==> config.mk <==
export PLATFORM = sky130hd
export DESIGN_NAME = hps_reset_sequencer
export DESIGN_NICKNAME = d
export VERILOG_FILES = /design/src/rtl/hps_reset_pkg.sv /design/src/rtl/hps_reset_sequencer_sat_counter.sv /design/src/rtl/hps_reset_sequencer.sv
export SDC_FILE = /design/constraint.sdc
export NUM_CORES = 1
export LEC_CHECK = 0
export BUFFER_PORTS_ARGS = -buffer_cell sky130_fd_sc_hd__buf_2
export CORE_MARGIN = 5
export CORE_UTILIZATION = 49
export DETAILED_ROUTE_END_ITERATION = 10
export GPL_TIMING_DRIVEN = 0
export PLACE_DENSITY_LB_ADDON = 0.05
export SLEW_MARGIN = 10
export SYNTH_ARGS = -nofsm -noshare
export SYNTH_HDL_FRONTEND = slang
export SYNTH_SLANG_ARGS = --single-unit
==> constraint.sdc <==
create_clock -name clk -period 2.3 [get_ports clk]
set_input_delay 0.23 -clock clk [delete_from_list [all_inputs] [get_ports clk]]
set_output_delay 0.23 -clock clk [all_outputs]
set_load 0.005 [all_outputs]
==> src/rtl/hps_reset_pkg.sv <==
// Shared types and constants for the HPS reset-request sequencer.
// Optional statistics build: HPS_RESET_SEQ_STATS_EN.
package hps_reset_pkg;

  typedef enum logic [1:0] {
    IDLE,
    ASSERT,
    HOLDOFF
  } state_t;

  localparam int COLD  = 0;
  localparam int WARM  = 1;
  localparam int DEBUG = 2;

  localparam logic [1:0] LT_NONE  = 2'd0;
  localparam logic [1:0] LT_COLD  = 2'd1;
  localparam logic [1:0] LT_WARM  = 2'd2;
  localparam logic [1:0] LT_DEBUG = 2'd3;

  localparam int STAT_W = 8;

  function automatic int max2(input int a, input int b);
    return (a > b) ? a : b;
  endfunction

endpackage

==> src/rtl/hps_reset_sequencer_sat_counter.sv <==
// Saturating up-counter with increment enable.
// Used for the optional statistics (HPS_RESET_SEQ_STATS_EN).
module sat_counter #(
  parameter int W = 8
) (
  input  logic         i_clk,
  input  logic         i_rst_n,
  input  logic         i_inc,
  output logic [W-1:0] o_count
);

  logic [W-1:0] r_count;

  always_ff @(posedge i_clk or negedge i_rst_n) begin
    if (!i_rst_n) begin
      r_count <= '0;
    end else if (i_inc && (r_count != '1)) begin
      r_count <= r_count + 1'b1;
    end
  end

  assign o_count = r_count;

endmodule

==> src/rtl/hps_reset_sequencer.sv <==
// Turns cold/warm/debug request levels into serialised, prioritised
// active-low HPS reset pulses. Stats ports: HPS_RESET_SEQ_STATS_EN.
module hps_reset_sequencer
  import hps_reset_pkg::*;
#(
  parameter int COLD_CYCLES    = 6,
  parameter int WARM_CYCLES    = 2,
  parameter int DEBUG_CYCLES   = 32,
  parameter int HOLDOFF_CYCLES = 1000
) (
  input  logic        clk,
  input  logic        rst_n,
  input  logic [2:0]  req_in,
  output logic        cold_req_n,
  output logic        warm_req_n,
  output logic        debug_req_n,
  output logic        busy,
  output logic [1:0]  last_type
`ifdef HPS_RESET_SEQ_STATS_EN
  ,
  output logic [STAT_W-1:0] cold_cnt,
  output logic [STAT_W-1:0] warm_cnt,
  output logic [STAT_W-1:0] debug_cnt,
  output logic [STAT_W-1:0] drop_cnt
`endif
);

  localparam int MAXP = max2(max2(COLD_CYCLES, WARM_CYCLES),
                             max2(DEBUG_CYCLES, HOLDOFF_CYCLES));
  localparam int CW = $clog2(MAXP) + 1;

  localparam logic [CW-1:0] C_COLD  = CW'(COLD_CYCLES - 1);
  localparam logic [CW-1:0] C_WARM  = CW'(WARM_CYCLES - 1);
  localparam logic [CW-1:0] C_DEBUG = CW'(DEBUG_CYCLES - 1);
  localparam logic [CW-1:0] C_HOLD  =
    (HOLDOFF_CYCLES == 0) ? '0 : CW'(HOLDOFF_CYCLES - 1);

  state_t        r_state;
  logic [CW-1:0] r_cnt;
  logic [2:0]    r_req_d;
  logic [2:0]    r_pend;
  logic [1:0]    r_last;
  logic          r_busy;
  logic          r_cold_n;
  logic          r_warm_n;
  logic          r_debug_n;

  state_t        w_state_n;
  logic [CW-1:0] w_cnt_n;
  logic [2:0]    w_pend_n;
  logic [1:0]    w_last_n;
  logic [2:0]    w_edge;
  logic [2:0]    w_pick;
  logic [2:0]    w_clr;
  logic [2:0]    w_launch;
  logic          w_abort;

  assign w_edge = req_in & ~r_req_d;
  // Lowest set bit is the highest-priority pending request.
  assign w_pick = r_pend & (~r_pend + 3'd1);

  always_comb begin
    w_state_n = r_state;
    w_cnt_n   = r_cnt;
    w_last_n  = r_last;
    w_clr     = '0;
    w_launch  = '0;
    w_abort   = 1'b0;
    unique case (r_state)
      IDLE: begin
        if (|r_pend) begin
          w_state_n = ASSERT;
          w_clr     = w_pick;
          w_launch  = w_pick;
          unique case (1'b1)
            w_pick[COLD]: begin
              w_cnt_n  = C_COLD;
              w_last_n = LT_COLD;
            end
            w_pick[WARM]: begin
              w_cnt_n  = C_WARM;
              w_last_n = LT_WARM;
            end
            default: begin
              w_cnt_n  = C_DEBUG;
              w_last_n = LT_DEBUG;
            end
          endcase
        end
      end
      ASSERT: begin
        if (w_edge[COLD] && (r_last != LT_COLD)) begin
          // Cold aborts warm/debug; the aborted request is dropped.
          w_abort        = 1'b1;
          w_launch[COLD] = 1'b1;
          w_cnt_n        = C_COLD;
          w_last_n       = LT_COLD;
        end else if (r_cnt == '0) begin
          if (HOLDOFF_CYCLES == 0) begin
            w_state_n = IDLE;
          end else begin
            w_state_n = HOLDOFF;
            w_cnt_n   = C_HOLD;
          end
        end else begin
          w_cnt_n = r_cnt - 1'b1;
        end
      end
      HOLDOFF: begin
        if (r_cnt == '0) begin
          w_state_n = IDLE;
        end else begin
          w_cnt_n = r_cnt - 1'b1;
        end
      end
      default: w_state_n = IDLE;
    endcase
  end

  assign w_pend_n = (r_pend & ~w_clr) |
                    (w_edge & ~{1'b0, 1'b0, w_abort});

  always_ff @(posedge clk or negedge rst_n) begin
    if (!rst_n) begin
      r_state   <= IDLE;
      r_cnt     <= '0;
      r_req_d   <= 3'b111;
      r_pend    <= '0;
      r_last    <= LT_NONE;
      r_busy    <= 1'b0;
      r_cold_n  <= 1'b1;
      r_warm_n  <= 1'b1;
      r_debug_n <= 1'b1;
    end else begin
      r_state   <= w_state_n;
      r_cnt     <= w_cnt_n;
      r_req_d   <= req_in;
      r_pend    <= w_pend_n;
      r_last    <= w_last_n;
      r_busy    <= (w_state_n != IDLE);
      r_cold_n  <= !((w_state_n == ASSERT) && (w_last_n == LT_COLD));
      r_warm_n  <= !((w_state_n == ASSERT) && (w_last_n == LT_WARM));
      r_debug_n <= !((w_state_n == ASSERT) && (w_last_n == LT_DEBUG));
    end
  end

  assign cold_req_n  = r_cold_n;
  assign warm_req_n  = r_warm_n;
  assign debug_req_n = r_debug_n;
  assign busy        = r_busy;
  assign last_type   = r_last;

`ifdef HPS_RESET_SEQ_STATS_EN
  logic [2:0] w_dup;
  logic       w_drop;

  // A new edge on a still-pending bit merges into it.
  assign w_dup  = w_edge & r_pend & ~w_clr;
  assign w_drop = w_abort | (|w_dup);

  sat_counter #(.W(STAT_W)) u_cold_cnt (
    .i_clk   (clk),
    .i_rst_n (rst_n),
    .i_inc   (w_launch[COLD]),
    .o_count (cold_cnt)
  );

  sat_counter #(.W(STAT_W)) u_warm_cnt (
    .i_clk   (clk),
    .i_rst_n (rst_n),
    .i_inc   (w_launch[WARM]),
    .o_count (warm_cnt)
  );

  sat_counter #(.W(STAT_W)) u_debug_cnt (
    .i_clk   (clk),
    .i_rst_n (rst_n),
    .i_inc   (w_launch[DEBUG]),
    .o_count (debug_cnt)
  );

  sat_counter #(.W(STAT_W)) u_drop_cnt (
    .i_clk   (clk),
    .i_rst_n (rst_n),
    .i_inc   (w_drop),
    .o_count (drop_cnt)
  );
`else
  logic w_unused;
  assign w_unused = ^w_launch;
`endif

endmodule
After elaboration in Yosys (flattened, before gate mapping)
Index checks and enable logic that the tools add are counted.
- bits of input ports: 5
- register bits after elaboration: 25
- bitwise logic cells: 9
- equal/unequal tests: 9
- mux-type cells: 19
- $add $sub $neg: 2
- reduce and logical (&&, ||, !) cells: 13
- operator list (cell ; count):
    $mux 11 ; 4
    $pmux 11 s3 ; 1
    $and 3x3->3 ; 4
    $mux 2 ; 6
    $logic_not 11->1 ; 1
    $sub 11x1->11 const B ; 1
    $pmux 5 s2 ; 1
    $not 3->3 ; 3
    $pmux 2 s2 ; 2
    $eq 2x1->1 const B ; 3
    $eq 2x2->1 const B ; 3
    $mux 3 ; 2
    $pmux 2 s3 ; 1
    $logic_and 1x1->1 ; 4
    $ne 2x2->1 const B ; 2
    $add 3x1->3 const B ; 1
    $logic_not 1->1 ; 3
    $not 1->3 ; 1
    $or 3x3->3 ; 1
    $reduce_and 3->1 ; 1
    $reduce_bool 3->1 ; 1
    $reduce_or 3->1 ; 1
    $logic_not 2->1 ; 1
    $mux 1 ; 2
    2 further kinds ; 2

Longest topological paths before layout
Gate-level depths: netlist (run 1).
- depth after elaboration: 9
- depth in mapped cells: 8

Least setup slack after synthesis (run 1)
Ideal clock, no wire load.
- path type: flip-flop to flip-flop
- start: register r_cnt[0]
- end: register r_cnt[10]
- path slack: 0.191 ns
- buffers on the path: 1
- data required time: 2.178 ns
- clock period less this slack: 2.109 ns
- arrival time: 1.988 ns
- cell stages (with the launch flop): 9
- cell sequence: dfrtp_1 > inv_1 > ha_1 > or4b_4 > nor3_4 > a21o_1 > buf_6 > o21ai_1 > a32o_1
- word-level cells in the longest chain between the ends: 4
- elaborated cells between the ends (all ways): 8
- classes of those cells: add/sub: 1; eq/ne: 1; mux: 4; reduce/logical: 2
- ends and longest elaborated chain (item ; RTL line ; source):
    from (decl) ; hps_reset_sequencer.sv:39 ; logic [CW-1:0] r_cnt;
    from (signal assigned) ; hps_reset_sequencer.sv:136 ; r_cnt <= w_cnt_n;
    $sub 11x1->11 / $logic_not 11->1 (equally long branches) ; - ;
    $mux 11 ; hps_reset_sequencer.sv:98 ; end else if (r_cnt == '0) begin
    $mux 11 ; hps_reset_sequencer.sv:92 ; if (w_edge[COLD] && (r_last != LT_COLD)) begin
    $pmux 11 s3 ; hps_reset_sequencer.sv:69 ; unique case (r_state)
Several ways; a longest one is shown, not always the timed one. The select of a mux whose other input is x is not followed.
A chain may end at the register's enable or synchronous reset.

Final worst setup path (run 1)
Ends and elaborated chain as after synthesis.

==> metrics, run 1 <==
CTS sink cnt=25; DRT Wirelength=approximately 3400 um; Data required, critical path=approximately 2.6 ns; Routed Antenna Nets=0; setup TNS=0 ns; Seq/Total Area, Yosys=a little over two fifths; largest net degree at the start of global routing=26; Slew @ Worst Pin=around 0.75 ns; DIE WIDTH=~65 um; final hold viol count=0; top layer in use=met4; Crit. End Element=register; Clock transition at path regs=about 0.16 ns; post-synthesis cell type count=45; synthesized area=0.00150 mm2; Mean Syn Cell Area=~9.8 um2; Pwr Density=1450 mW/mm2; Slew headroom=between 40 and 50%; wire per inst=16.0 um; core area=approximately 0.003 mm2; leading area contributor after synthesis=dfrtp_1; row cnt=20; cell count after synthesis=~150; CTS root buf=clkbuf_4; maximum vdd drop=between 600 and 700 uV; Tcrit/Tclk final=about 97%; diodes inserted=0; Setup-failing EPs final=0; largest family of logic cells by synthesized area=compound AO/OA/AOI/OAI gates; Arrival @ worst endpoint=approximately 2.5 ns; Vias=around 1300; max cap viols=0; first-pass GRT wire length=5730 um; vias in the first global route=between 1000 and 1500; final setup margin=0.0595 ns; FFs w/ async S/R, synth=100%; CTS tree=built; Compound-Gate Fraction of Synth Area=around a quarter; cts bufs inserted=3; most common cell after layout, fill and taps aside=dfrtp_1; Fillers=approximately 270; critical path class=reg2reg; Max Fanout on Critical Path=10; Area contributors post-synth=dfrtp_1 (32%), dfstp_2 (11%), ha_1 (5.8%); gr ovfl total=0; Die H=between 60 and 70 um; run status=finished clean; number of synthesized flops with an enable pin=0; die area=0.00427 mm2; met3 wire len=between 70 and 80 um; Synth Register Bits=25; dpl hpwl=between 2000 and 2500 um; synthesized net count=~170; Boundary Pins=11; gr usage total=around 17%; FMAX=about 450 MHz; port buffer count=10; Pre-antenna DRT Iters=4; clock skew=about 0.0099 ns; initial antenna violation count=0; H-tree depth=1; Nets=approximately 190; HP Class=in2async; clock tree buffer depth=2; commonest non-fill, non-tap cells in the layout=dfrtp_1 (19), o21ai_0 (13), buf_2 (11); worst-case reg-to-reg path depth=8; clk_lat worst skew=~0.33 ns; post-synthesis mux area share=0%; share of cells above drive strength 1=around 25%; startpoint types=register; DR vias/cell=slightly above 6; DRT met1 WL=~1500 um; Post-Synth XOR/XNOR Area=less than 1%; Final min period=between 2 and 2.5 ns; Syn. warnings=0; RD Place Congestion=0.801; Most used DFF post-synth=dfrtp_1; pre-CTS setup slack=-0.0233 ns; Area Growth Syn to Fin=14.3%; Synth Area in Adders=5.84%; top cell type's share of synthesized area=between 30% and 40%; Static Leakage=approximately 0.77 nW; Max Slew Vio Count=0; initial drt markers=76; met2 wire length=between 1500 and 2000 um; Initial Util=50.0%; Post-Synth Simple-Gate Area=22.4%; # DRC=0; Overall Power=2.49 mW
==> cell families (layout without fill, tap and decap cells) <==
logic type | count (synthesis) | after routing
XOR/XNOR | 1 | 1
adder cells (fa/ha/maj) | 7 | 7
buffers and inverters | 15 | 38
flip-flops | 25 | 25
AO/OA/AOI/OAI | 53 | 53
AND/OR/NAND/NOR | 52 | 52
==> metal layers <==
layer  global-route usage [%]  up-vias
li1                         -      618
met1                     22.1      618
met2                     29.5       20
met3                     2.56        5
met4                     4.92        0
met5                        0        -
==> final timing paths <==
| kind | start | to | slack [ns] |
|---|---|---|---|
| min reg2reg | r_pend[2] | r_pend[2] | 0.52 |
| min | rst_n | r_cnt[1] | 0.39 |
| max reg2reg | r_cnt[0] | r_cnt[10] | 0.06 |
| max | r_cnt[0] | r_cnt[10] | 0.06 |
| max in group asynchronous | rst_n | r_req_d[2] | 1.53 |
| min in group clk | r_pend[2] | r_pend[2] | 0.52 |
==> sequential cells by signal, indices dropped and copies added (netlist names), 2 cells and up <==
name and flops:
r_cnt 11, r_req_d 3, r_pend 3, r_state 2, last_type 2
==> what timing repair did <==
item / CTS / global route
resized for setup: 1 / 6
hold buffers: 4 / 0
setup endpoints to repair: 5 / 11
pin swaps: 1 / 4
setup buffers: 0 / 5
endpoints found under the hold margin: 22 / 0
gates cloned: 0 / 0
==> Yosys cell counts (3+ instances only) <==
library cell,number
dfstp_2,6
nor2b_1,3
inv_1,11
ha_1,7
or3_1,3
nand2b_1,5
nor2_1,6
o22a_1,5
nor3_1,3
o21ai_0,14
a21oi_1,10
o21a_1,5
dfrtp_1,19
nand3_1,4
nand2_1,8
nor4_1,3
==> stage by stage <==
stage / hold WS (ns) / cells / area (um2) / utilization (%)
finish: 0.390 / 209 / 1710 / 57.1
CTS: 0.414 / 204 / 1660 / 55.4
global placement: 0.242 / 196 / 1590 / 53.0
detailed placement: 0.253 / 196 / 1590 / 53.0
global route: 0.447 / 209 / 1710 / 57.1
floorplan: -0.0656 / 153 / 1500 / -
==> area by class of cell <==
cell class | count | area, um2 | area share, %
multi-input combinational | 113 | 817 | 47.7
sequential | 25 | 633 | 36.9
timing repair buffer | 19 | 128 | 7.45
inverter | 11 | 41.3 | 2.41
tap | 33 | 41.3 | 2.41
buffer | 4 | 23.8 | 1.39
clock buffer | 3 | 22.5 | 1.31
clock inverter | 1 | 7.51 | 0.438
==> power breakdown <==
part / total, mW / internal [mW] / switching (mW) / leakage, nW
logic: 1.53 / 0.673 / 0.859 / 0.459
clock network: 0.215 / 0.0666 / 0.148 / 0.0139
registers: 0.742 / 0.606 / 0.136 / 0.299
==> critical path, stage by stage, from the launching register on <==
cell	delay, ns
dfrtp_1	0.44
inv_2	0.11
ha_1	0.15
or4b_4	0.50
nor3_4	0.31
a21o_1	0.17
buf_6	0.14
o21ai_1	0.08
a32o_1	0.25
Power figures use the tool's default switching activity.
==> inputs of run 2 (changes only) <==
--- a/config.mk
+++ b/config.mk
@@ -10,6 +10,7 @@
 export CORE_UTILIZATION = 49
 export DETAILED_ROUTE_END_ITERATION = 10
 export GPL_TIMING_DRIVEN = 0
+export MAX_ROUTING_LAYER = met4
 export PLACE_DENSITY_LB_ADDON = 0.05
 export SLEW_MARGIN = 10
 export SYNTH_ARGS = -nofsm -noshare
==> constraint.sdc (replaced) <==
create_clock -name clk -period 2.75 [get_ports clk]
set_input_delay 0.1375 -clock clk [delete_from_list [all_inputs] [get_ports clk]]
set_output_delay 0.1375 -clock clk [all_outputs]
set_load 0.005 [all_outputs]
==> run 2 against run 1 <==
  * Final cell count fell by 2.4%
  * Setup slack improved by 0.33 ns
  * First-iteration DRC count is 2.6% higher
  * Routed wire length down 3.7%
  * Critical path depth is 1 lower
  * Sequential cell count is the same
  * Critical endpoint is now debug_req_n
  * Register-to-register slack better by 0.33 ns
  * Maximum frequency decreased by 4.9%
  * Sequential power shrank 17%
==> metrics, run 2 (synthesis gave the netlist of run 1 again) <==
largest net degree at the start of global routing=26; RD Place Congestion=about 0.81; wire per inst=between 15 and 20 um; clock tree buffer depth=2; crit path capture=debug_req_n; combinational share of power=between 60% and 70%; vias in the first global route=approximately 1200; core area=0.00300 mm2; Worst R2R Setup Slack=between 0.3 and 0.4 ns; Die H=65.3 um; startpoint types=register; share of cells above drive strength 1=between 10% and 20%; Nets=roughly 180; P_int=~1.1 mW; # DRC=0; first-pass GRT wire length=between 5000 and 6000 um; RR Endpoint=debug_req_n; gr ovfl total=0; run status=finished clean; CTS Hold Bufs=4; Crit. Startpoint=r_state[1]; most common cell after layout, fill and taps aside=dfrtp_1; Pwr Density=1200 mW/mm2; Crit. End Element=register; commonest non-fill, non-tap cells in the layout=dfrtp_1 (19), o21ai_0 (14), inv_1 (11), buf_2 (11), a21oi_1 (10); placed inst area=0.00159 mm2; critical path class=reg2reg; Max Slew Vio Count=0; Routed Antenna Nets=0; Tcrit/Tclk final=about 86%; cts bufs inserted=3; gr usage total=17.6%; Data required, critical path=slightly above 3 ns; DIE WIDTH=between 60 and 70 um; setup TNS=0 ns; Boundary Pins=11; setup bufs post-CTS=0; DRT Wirelength=about 3200 um; CTS tree=built; Setup-failing EPs final=0; H-tree depth=1; initial drt markers=78; FMAX=~420 MHz; unrepaired setup endpoints after global routing=false; die area=0.00427 mm2; CTS sink cnt=25; initial antenna violation count=0; Static Leakage=about 0.75 nW; Area Growth Syn to Fin=10.8%; final hold viol count=0; top flop regs=r_cnt x11, r_pend x3, r_req_d x3; dpl hpwl=about 2400 um; Final min period=between 2 and 2.5 ns; Fin Hold WS=approximately 0.30 ns; worst-case reg-to-reg path depth=7; DR vias/cell=5.95; sequential fraction of design power=slightly above 30%; Initial Util=50.0%; Psw=roughly 0.93 mW; Arrival @ worst endpoint=2.64 ns; r2r startpoint=r_state[1]; CTS root buf=clkbuf_4; HP Class=in2async; clk_lat worst skew=0.33 ns; maximum vdd drop=around 530 uV; diodes inserted=0; max FFs per register=11; max cap viols=0; clock skew=approximately 0.01 ns; port buffer count=10; Slew @ Worst Pin=between 0.7 and 0.8 ns; post-CTS sizing=0; Vias=~1200; row cnt=20; Largest Register=r_cnt; Fillers=278; Clock transition at path regs=0.15 ns; Slew headroom=about half; clock share of power=under 10%; sw frac=a little under half; Max Fanout on Critical Path=7; cell area after layout=roughly 0.0017 mm2; Pre-antenna DRT Iters=4
[run 2: cell types whose count changed in the layout (fill, tap and decap cells not counted), moves of 2 or more]
cell / previous run / this run
ha_1: 5 / 7
inv_2: 3 / 0
buf_4: 5 / 0
inv_1: 8 / 11
[run 2: metal layers]
metal / vias to the layer above / share of wire, % / global-route usage (%)
li1: 607 / - / -
met3: 4 / 2.5 / 2.56
met2: 12 / 49 / 29.3
met4: 0 / 1.1 / 4.92
met1: 591 / 47 / 22.3
met5: - / 0 / -
[run 2: cell type report]
class,count,area (um2),area share (%)
sequential,25,633,38.1
tap,33,41.3,2.48
inverter,11,41.3,2.48
buffer,4,23.8,1.43
timing repair buffer,14,90.1,5.42
clock buffer,3,22.5,1.36
clock inverter,1,7.51,0.452
multi-input combinational,113,802,48.3
[run 2: critical path, stage by stage (launching register included)]
cell	delay (ns)
dfrtp_1	0.44
inv_1	0.13
ha_1	0.32
or4b_1	0.49
a2111o_1	0.41
a221oi_2	0.30
nor2_1	0.12
nand3_1	0.10
[run 2: worst min-delay path by stage]
stage,to,slack (ns),cells after the start
after floorplan,busy,-0.16,0
after global placement,r_cnt[1],0.15,1
after detailed placement,r_cnt[3],0.16,1
after CTS,r_cnt[1],0.32,2
after global routing,r_cnt[1],0.35,2
final,r_cnt[1],0.30,2
[run 2: per-stage QoR]
step / std cells / utilization [%] / total power, mW / setup slack, ns
after floorplan: 153 / - / 1.53 / 0.641
after global placement: 196 / 53.0 / 1.79 / 0.441
after detailed placement: 196 / 53.0 / 1.82 / 0.427
after CTS: 204 / 55.3 / 2.00 / 0.417
after global routing: 204 / 55.3 / 2.19 / 0.247
final: 204 / 55.3 / 2.00 / 0.394
[run 2: power groups by stage]
stage                     logic (mW)  registers (mW)  clock network [mW]
after global placement          1.17           0.618                   0
after detailed placement        1.20           0.623                   0
final                           1.21           0.616               0.178
after floorplan                0.926           0.601                   0
after CTS                       1.21           0.615               0.184
after global routing            1.35           0.638               0.203
